===== src/rtl/com_uart_rx_pkg.sv =====
`default_nettype none
// ============================================================================
// Module      : com_uart_rx_pkg
// Description : Shared UART constants, receiver state encoding and helper
//               functions for the com register-link serial blocks. The
//               oversampling constants and divider helper are also used by
//               the transmit side.
// Contents    : OVERSAMPLE, vote sample indices, DATA_BITS, rx_state_e,
//               calc_div(), maj3()
// Revision    : 1.0 - initial release
// ============================================================================
package com_uart_rx_pkg;

    localparam int OVERSAMPLE = 16;
    localparam int DATA_BITS  = 8;

    // Samples taken inside each bit period for the 3-way majority vote.
    // The bit is resolved at the end of SMP_VOTE_C.
    localparam logic [3:0] SMP_VOTE_A = 4'd7;
    localparam logic [3:0] SMP_VOTE_B = 4'd8;
    localparam logic [3:0] SMP_VOTE_C = 4'd9;
    localparam logic [3:0] SMP_LAST   = 4'(OVERSAMPLE - 1);

    typedef enum logic [2:0] {
        ST_IDLE      = 3'd0,
        ST_START     = 3'd1,
        ST_DATA      = 3'd2,
        ST_STOP      = 3'd3,
        ST_WAIT_HIGH = 3'd4
    } rx_state_e;

    // Oversample divider, integer-truncated.
    function automatic int calc_div(input int clk_hz, input int baud);
        return clk_hz / (baud * OVERSAMPLE);
    endfunction

    function automatic logic maj3(input logic a, input logic b, input logic c);
        return (a & b) | (a & c) | (b & c);
    endfunction

endpackage
`default_nettype wire


===== src/rtl/com_fifo.sv =====
`default_nettype none
// ============================================================================
// Module      : com_fifo
// Description : Synchronous show-ahead FIFO. rd_data is always the head
//               entry. A push while full is only accepted when a pop happens
//               in the same cycle; there is no empty bypass, so a byte pushed
//               into an empty FIFO becomes visible the following cycle.
// Ports       : clk      - clock, rising edge
//               rst_n    - synchronous active-low reset
//               push     - write request, wr_data is stored when accepted
//               wr_data  - write data
//               pop      - remove head entry (ignored when empty)
//               rd_data  - head entry
//               full     - DEPTH entries stored
//               empty    - no entries stored
// Revision    : 1.0 - initial release
// ============================================================================
module com_fifo #(
    parameter int WIDTH = 8,
    parameter int DEPTH = 4     // power of two, >= 2
) (
    input  logic             clk,
    input  logic             rst_n,
    input  logic             push,
    input  logic [WIDTH-1:0] wr_data,
    input  logic             pop,
    output logic [WIDTH-1:0] rd_data,
    output logic             full,
    output logic             empty
);

    localparam int ADDR_W = (DEPTH > 1) ? $clog2(DEPTH) : 1;

    logic [WIDTH-1:0] mem [DEPTH];
    // One extra pointer bit separates full from empty; pointers wrap
    // modulo 2*DEPTH.
    logic [ADDR_W:0]  wr_ptr;
    logic [ADDR_W:0]  rd_ptr;
    logic             do_push;
    logic             do_pop;

    assign empty   = (wr_ptr == rd_ptr);
    assign full    = (wr_ptr[ADDR_W] != rd_ptr[ADDR_W]) &&
                     (wr_ptr[ADDR_W-1:0] == rd_ptr[ADDR_W-1:0]);
    assign do_pop  = pop && !empty;
    // When full, the slot being freed by a simultaneous pop is the one the
    // write pointer addresses, so both can proceed.
    assign do_push = push && (!full || do_pop);
    assign rd_data = mem[rd_ptr[ADDR_W-1:0]];

    always_ff @(posedge clk) begin
        if (!rst_n) begin
            wr_ptr <= '0;
            rd_ptr <= '0;
            // Cleared so the head output reads zero out of reset.
            for (int i = 0; i < DEPTH; i++) begin
                mem[i] <= '0;
            end
        end else begin
            if (do_push) begin
                mem[wr_ptr[ADDR_W-1:0]] <= wr_data;
                wr_ptr                  <= wr_ptr + 1'b1;
            end
            if (do_pop) begin
                rd_ptr <= rd_ptr + 1'b1;
            end
        end
    end

endmodule
`default_nettype wire


===== src/rtl/com_uart_rx.sv =====
`default_nettype none
// ============================================================================
// Module      : com_uart_rx
// Description : 8N1 UART receive front end. 2-FF synchronizer, 16x
//               oversampling tick generator, 3-sample majority vote per bit,
//               byte FIFO with valid/ready output, framing-error and overrun
//               pulses.
// Ports       : CLK       - system clock, rising edge
//               RST_N     - synchronous active-low reset
//               RX        - asynchronous serial line, idles high
//               DATA      - byte at FIFO head
//               VALID     - FIFO not empty
//               READY     - consumer accepts head byte when VALID && READY
//               FRAME_ERR - one-cycle pulse, stop bit sampled low
//               OVERRUN   - one-cycle pulse, good byte dropped (FIFO full)
// Revision    : 1.0 - initial release
// ============================================================================
module com_uart_rx
    import com_uart_rx_pkg::*;
#(
    parameter int CLK_HZ     = 12000000,
    parameter int BAUD       = 9600,
    parameter int FIFO_DEPTH = 4
) (
    input  logic       CLK,
    input  logic       RST_N,
    input  logic       RX,
    output logic [7:0] DATA,
    output logic       VALID,
    input  logic       READY,
    output logic       FRAME_ERR,
    output logic       OVERRUN
);

    localparam int                DIV       = calc_div(CLK_HZ, BAUD);
    localparam int                TICK_W    = (DIV > 1) ? $clog2(DIV) : 1;
    localparam logic [TICK_W-1:0] TICK_LAST = TICK_W'(DIV - 1);
    localparam logic [2:0]        LAST_BIT  = 3'(DATA_BITS - 1);

    // ------------------------------------------------------------------
    // Synchronizer and start qualification
    // ------------------------------------------------------------------
    logic       sync_1;
    logic       rx_s;
    logic       prev_s;
    logic [1:0] settle;
    logic       armed;

    // The sync flops reset to 1, so the first real line value reaches rx_s
    // two cycles after reset. If RX is held low through reset that would look
    // like a falling edge; 'armed' requires the real line to be seen high
    // before any start is accepted.
    always_ff @(posedge CLK) begin
        if (!RST_N) begin
            sync_1 <= 1'b1;
            rx_s   <= 1'b1;
            prev_s <= 1'b1;
            settle <= 2'd0;
            armed  <= 1'b0;
        end else begin
            sync_1 <= RX;
            rx_s   <= sync_1;
            prev_s <= rx_s;
            if (settle != 2'd2) begin
                settle <= settle + 2'd1;
            end
            if (settle == 2'd2 && rx_s) begin
                armed <= 1'b1;
            end
        end
    end

    // ------------------------------------------------------------------
    // FSM control signals
    // ------------------------------------------------------------------
    rx_state_e state;
    rx_state_e state_nx;
    logic      clr_cnt;
    logic      shift_en;
    logic      bit_inc;
    logic      push_req;
    logic      ferr_set;

    // ------------------------------------------------------------------
    // Tick generator, sample counter, bit index
    // ------------------------------------------------------------------
    logic [TICK_W-1:0] tick_cnt;
    logic              tick;
    logic [3:0]        sample_cnt;
    logic [2:0]        bit_idx;
    logic              vote_a;
    logic              vote_b;
    logic              bit_vote;
    logic              at_vote;
    logic              at_end;

    assign tick     = (tick_cnt == TICK_LAST);
    assign at_vote  = tick && (sample_cnt == SMP_VOTE_C);
    assign at_end   = tick && (sample_cnt == SMP_LAST);
    // Third vote is the live sample on the resolving tick.
    assign bit_vote = maj3(vote_a, vote_b, rx_s);

    always_ff @(posedge CLK) begin
        if (!RST_N) begin
            tick_cnt   <= '0;
            sample_cnt <= 4'd0;
            bit_idx    <= 3'd0;
            vote_a     <= 1'b1;
            vote_b     <= 1'b1;
        end else if (clr_cnt) begin
            tick_cnt   <= '0;
            sample_cnt <= 4'd0;
            bit_idx    <= 3'd0;
        end else begin
            tick_cnt <= tick ? '0 : tick_cnt + 1'b1;
            if (tick) begin
                sample_cnt <= sample_cnt + 4'd1;
                if (sample_cnt == SMP_VOTE_A) begin
                    vote_a <= rx_s;
                end
                if (sample_cnt == SMP_VOTE_B) begin
                    vote_b <= rx_s;
                end
            end
            if (bit_inc) begin
                bit_idx <= bit_idx + 3'd1;
            end
        end
    end

    // ------------------------------------------------------------------
    // Shift register, LSB first
    // ------------------------------------------------------------------
    logic [7:0] shreg;

    always_ff @(posedge CLK) begin
        if (!RST_N) begin
            shreg <= 8'h00;
        end else if (shift_en) begin
            shreg <= {bit_vote, shreg[7:1]};
        end
    end

    // ------------------------------------------------------------------
    // FSM
    // ------------------------------------------------------------------
    always_ff @(posedge CLK) begin
        if (!RST_N) begin
            state <= ST_IDLE;
        end else begin
            state <= state_nx;
        end
    end

    always_comb begin
        state_nx = state;
        clr_cnt  = 1'b0;
        shift_en = 1'b0;
        bit_inc  = 1'b0;
        push_req = 1'b0;
        ferr_set = 1'b0;
        case (state)
            ST_IDLE: begin
                if (armed && prev_s && !rx_s) begin
                    clr_cnt  = 1'b1;
                    state_nx = ST_START;
                end
            end
            ST_START: begin
                if (at_vote && bit_vote) begin
                    state_nx = ST_IDLE;         // false start
                end else if (at_end) begin
                    state_nx = ST_DATA;         // bit_idx is already 0
                end
            end
            ST_DATA: begin
                if (at_vote) begin
                    shift_en = 1'b1;
                end
                if (at_end) begin
                    if (bit_idx == LAST_BIT) begin
                        state_nx = ST_STOP;
                    end else begin
                        bit_inc = 1'b1;
                    end
                end
            end
            ST_STOP: begin
                // Leave at the vote so a short stop bit is tolerated.
                if (at_vote) begin
                    if (bit_vote) begin
                        push_req = 1'b1;
                        state_nx = ST_IDLE;
                    end else begin
                        ferr_set = 1'b1;
                        state_nx = ST_WAIT_HIGH;
                    end
                end
            end
            ST_WAIT_HIGH: begin
                // A held break only produces one error, never repeated bytes.
                if (rx_s) begin
                    state_nx = ST_IDLE;
                end
            end
            default: begin
                state_nx = ST_IDLE;
            end
        endcase
    end

    // ------------------------------------------------------------------
    // Byte FIFO and status pulses
    // ------------------------------------------------------------------
    logic fifo_full;
    logic fifo_empty;
    logic pop;

    assign VALID = !fifo_empty;
    assign pop   = VALID && READY;

    com_fifo #(
        .WIDTH (8),
        .DEPTH (FIFO_DEPTH)
    ) u_fifo (
        .clk     (CLK),
        .rst_n   (RST_N),
        .push    (push_req),
        .wr_data (shreg),
        .pop     (pop),
        .rd_data (DATA),
        .full    (fifo_full),
        .empty   (fifo_empty)
    );

    always_ff @(posedge CLK) begin
        if (!RST_N) begin
            FRAME_ERR <= 1'b0;
            OVERRUN   <= 1'b0;
        end else begin
            FRAME_ERR <= ferr_set;
            OVERRUN   <= push_req && fifo_full && !pop;
        end
    end

endmodule
`default_nettype wire


===== config.mk =====
export PLATFORM = sky130hd
export DESIGN_NAME = com_uart_rx
export DESIGN_NICKNAME = d
export VERILOG_FILES = /design/src/rtl/com_uart_rx_pkg.sv /design/src/rtl/com_fifo.sv /design/src/rtl/com_uart_rx.sv
export SDC_FILE = /design/constraint.sdc
export NUM_CORES = 1
export LEC_CHECK = 0
export ABC_CLOCK_PERIOD_IN_PS = 6000
export BUFFER_PORTS_ARGS = -buffer_cell sky130_fd_sc_hd__buf_2
export CAP_MARGIN = 40
export CORE_ASPECT_RATIO = 1.2
export CORE_MARGIN = 1.5
export CORE_UTILIZATION = 65
export DETAILED_ROUTE_END_ITERATION = 10
export GPL_ROUTABILITY_DRIVEN = 1
export GPL_TIMING_DRIVEN = 0
export PLACE_DENSITY = 0.95
export RECOVER_POWER = 50
export SYNTH_ARGS = -nofsm -noshare
export SYNTH_HDL_FRONTEND = slang
export SYNTH_SLANG_ARGS = --single-unit

===== constraint.sdc =====
create_clock -name CLK -period 6 [get_ports CLK]
set_input_delay 0 -clock CLK [delete_from_list [all_inputs] [get_ports CLK]]
set_output_delay 0 -clock CLK [all_outputs]
set_load 0.02 [all_outputs]

==> reports/results.tsv <==
metric	value	unit
final_nets	338	
max_cap_viol_count	0	
clkTransAtPathRegs	0.07	ns
die_y	80.74	um
critPathArrivalTime	3.20	ns
hold_violations	0	
globalplace.congestion	0.8153	
cts_tree	yes	
rsz0062_at_grt	false	
die_area	5472	um2
htreeDepth	3	
power_leakage	1.240	nW
tightestPinTransition	1.315	ns
synth-main-ff-cell	dfxtp_1	
synth_top_area_share	29.36	%
syn_inst	296	
dr.pass1.iters	4	
drcViolationCount	0	
hpwlAfterDp	4165	um
synth_area_leaders	edfxtp_1 (29%), dfxtp_1 (26%), nor2_1 (7.3%)	
path_cells	xnor2_1, nand2_1, o311ai_0, clkbuf_1, o21ai_0, buf_2	
vias_per_cell	5.514	
synthToLayoutAreaGrowth	10.44	%
cp_max_fo	10	
final_core_util	73.70	%
ant_nets	0	
cts-root-buf	clkbuf_8	
finalWirelength	5864	um
start_util	66.73	%
period_minus_slack	3.098	ns
post-route-period-util	51.63	%
slowest_stage	o311ai_0	
cts_made_buffers	9	
place_area	3423	um2
wire_per_inst	15.07	um
ys_types	42	
ioPinCount	15	
r2r_start	u_fifo.wr_ptr[0]$_SDFFE_PN0P_	
max_stage_delay	1.10	ns
die_width	67.78	um
preCtsSetupSlack	3.442	ns
synth_simple_gate_area_share	19.07	%
holdWs	0.01088	ns
start_kind	flip-flop	
drive_gt1_share	11.85	%
cts_buffer_depth	2	
diodes	0	
synth_most_common_cell	nor2_1	
synth_top_area_cell	edfxtp_1	
post_cts_buffers	0	
clock_skew	0.007742	ns
holdPathStages	3	
synthArstFlopShare	0	%
antenna_found_initial	0	
rrSetupSlack	2.90	ns
clock_sinks	75	
drt_iter0_drc	157	
cp.required	6.10	ns
fmax	322.8	MHz
synthAdderAreaFrac	3.823	%
worst-r2r-cell-count	6	
setup_viol	0	
crit_path_end_kind	flip-flop	
seq_area_frac_synth	55.66	%
cts.repair.resized	0	
synth_compound_area_share	4.014	%
status	finished clean	
setup_slack	2.902	ns
port_buffers	14	
syn_nets	310	
drv_slew	0	
worstReg2RegEnd	u_fifo.mem[3][4]$_DFFE_PP_	
grt_usage	23.73	%
slew_headroom	11.21	%
hold_path_class	input pin to flip-flop	
peakVddDrop	0.1913	mV
syn_area	3273	um2
p_per_area	299.8	nW/um2
synthesis.yosys.warnings	0	
vias	2145	
clk_latency	0.35	ns
min_from	READY	
avgSynthCellArea	11.06	um2
final.setup.tns	0	ns
core-area	4905	um2
synth-seq-cells	75	
grt_pass1_wl	9342	um
synth_edf_count	32	
num_rows	28	
hold_buffers	2	
grt_pass1_vias	2111	
critical_path_class	flip-flop to flip-flop	
ys_top_cells_by_count	nor2_1 (64), dfxtp_1 (43), edfxtp_1 (32)	
synth_top_family_by_area	simple AND/OR/NAND/NOR gates	
overflow	0	
synth_xor_area_share	4.549	%
synthMuxAreaShare	9.786	%
grt_max_degree	13	
fin_area	3615	um2
[cells in the final DEF, fill, tap and decap left out, types with 2 or more instances in the layout]
master / instances
nand2_1: 27
clkbuf_1: 21
nor4_1: 2
or3_1: 2
and2_0: 2
a21oi_1: 8
ha_1: 10
mux2i_1: 14
nor2_1: 65
nor3_1: 2
o21ai_0: 5
dfxtp_1: 43
xnor2_1: 9
mux4_2: 8
buf_6: 2
clkbuf_8: 10
buf_2: 6
inv_1: 8
or3b_1: 2
nor2_2: 8
edfxtp_1: 32
dlygate4sd3_1: 2
and2_1: 2
nand4_1: 4
bufinv_16: 2
nand3_1: 5
nand2b_1: 4
xor2_1: 8
clkinv_1: 2
[worst max path at each step]
stage | startpoint | endpoint | slack [ns]
final | u_fifo.wr_ptr[0]$_SDFFE_PN0P_ | u_fifo.mem[3][4]$_DFFE_PP_ | 2.90
after global routing | u_fifo.wr_ptr[0]$_SDFFE_PN0P_ | u_fifo.mem[3][5]$_DFFE_PP_ | 2.67
after CTS | tick_cnt[0]$_SDFF_PP0_ | u_fifo.mem[3][2]$_DFFE_PP_ | 3.40
after detailed placement | tick_cnt[0]$_SDFF_PP0_ | u_fifo.mem[3][0]$_DFFE_PP_ | 3.44
after global placement | tick_cnt[0]$_SDFF_PP0_ | u_fifo.mem[3][0]$_DFFE_PP_ | 3.24
after floorplan | tick_cnt[0]$_SDFF_PP0_ | u_fifo.mem[3][0]$_DFFE_PP_ | 3.61
[stage by stage]
stage,power [W],instances
5_1_grt,0.001120,389
3_5_place_dp,0.0006695,371
3_3_place_gp,0.0006636,370
2_1_floorplan,0.0006477,296
4_1_cts,0.001091,389
6_report,0.001084,389
[worst max-delay path, delay by kind of cell (launching register included)]
family	cells	cell delay, ns
simple gates	1	0.10
flops	1	0.47
compound gates	2	1.40
buf+inv	2	0.69
xor+xnor	1	0.19
[flip-flops by register name (all words and copies together), names as in the netlist, 2 cells and up, named ones only]
| signal | cells |
|---|---|
| bit_idx | 3 |
| u_fifo.mem | 32 |
| shreg | 8 |
| settle | 2 |
| tick_cnt | 7 |
| u_fifo.wr_ptr | 3 |
| u_fifo.rd_ptr | 3 |
| sample_cnt | 4 |
| state | 3 |
[area by class of cell]
type	count	area, um2
Inverter	9	33.78
Timing Repair Buffer	17	80.08
Buffer	13	67.56
Clock buffer	12	145.1
Tap cell	60	75.07
Multi-Input combinational cell	199	1319
Fill cell	342	1290
Sequential cell	75	1822
Clock inverter	4	72.57
[logic make-up (layout without fill, tap and decap cells)]
logic type | after synthesis | count (layout)
AOI/OAI and AO/OA | 19 | 19
xor gates and xnor gates | 17 | 17
adders and majority gates | 10 | 10
buffers and inverters | 22 | 55
DFF | 75 | 75
muxes | 22 | 22
and+or+nand+nor | 131 | 131
[per-layer routing]
| layer | share of wire (%) | track usage, % | up-vias |
|---|---|---|---|
| met2 | 55 | 44.51 | 51 |
| met1 | 39 | 23.17 | 1015 |
| li1 | - | - | 1064 |
| met3 | 3.6 | 7.202 | 15 |
| met4 | 3.0 | 11.00 | 0 |
| met5 | 0 | 0 | - |
[report_power, final]
group          leakage (nW)  internal, W  switching (W)
Combinational         0.480    0.0000342      0.0000522
Clock                 0.109     0.000246       0.000180
Sequential            0.652     0.000557      0.0000149
(Power assumes the default switching activity.)
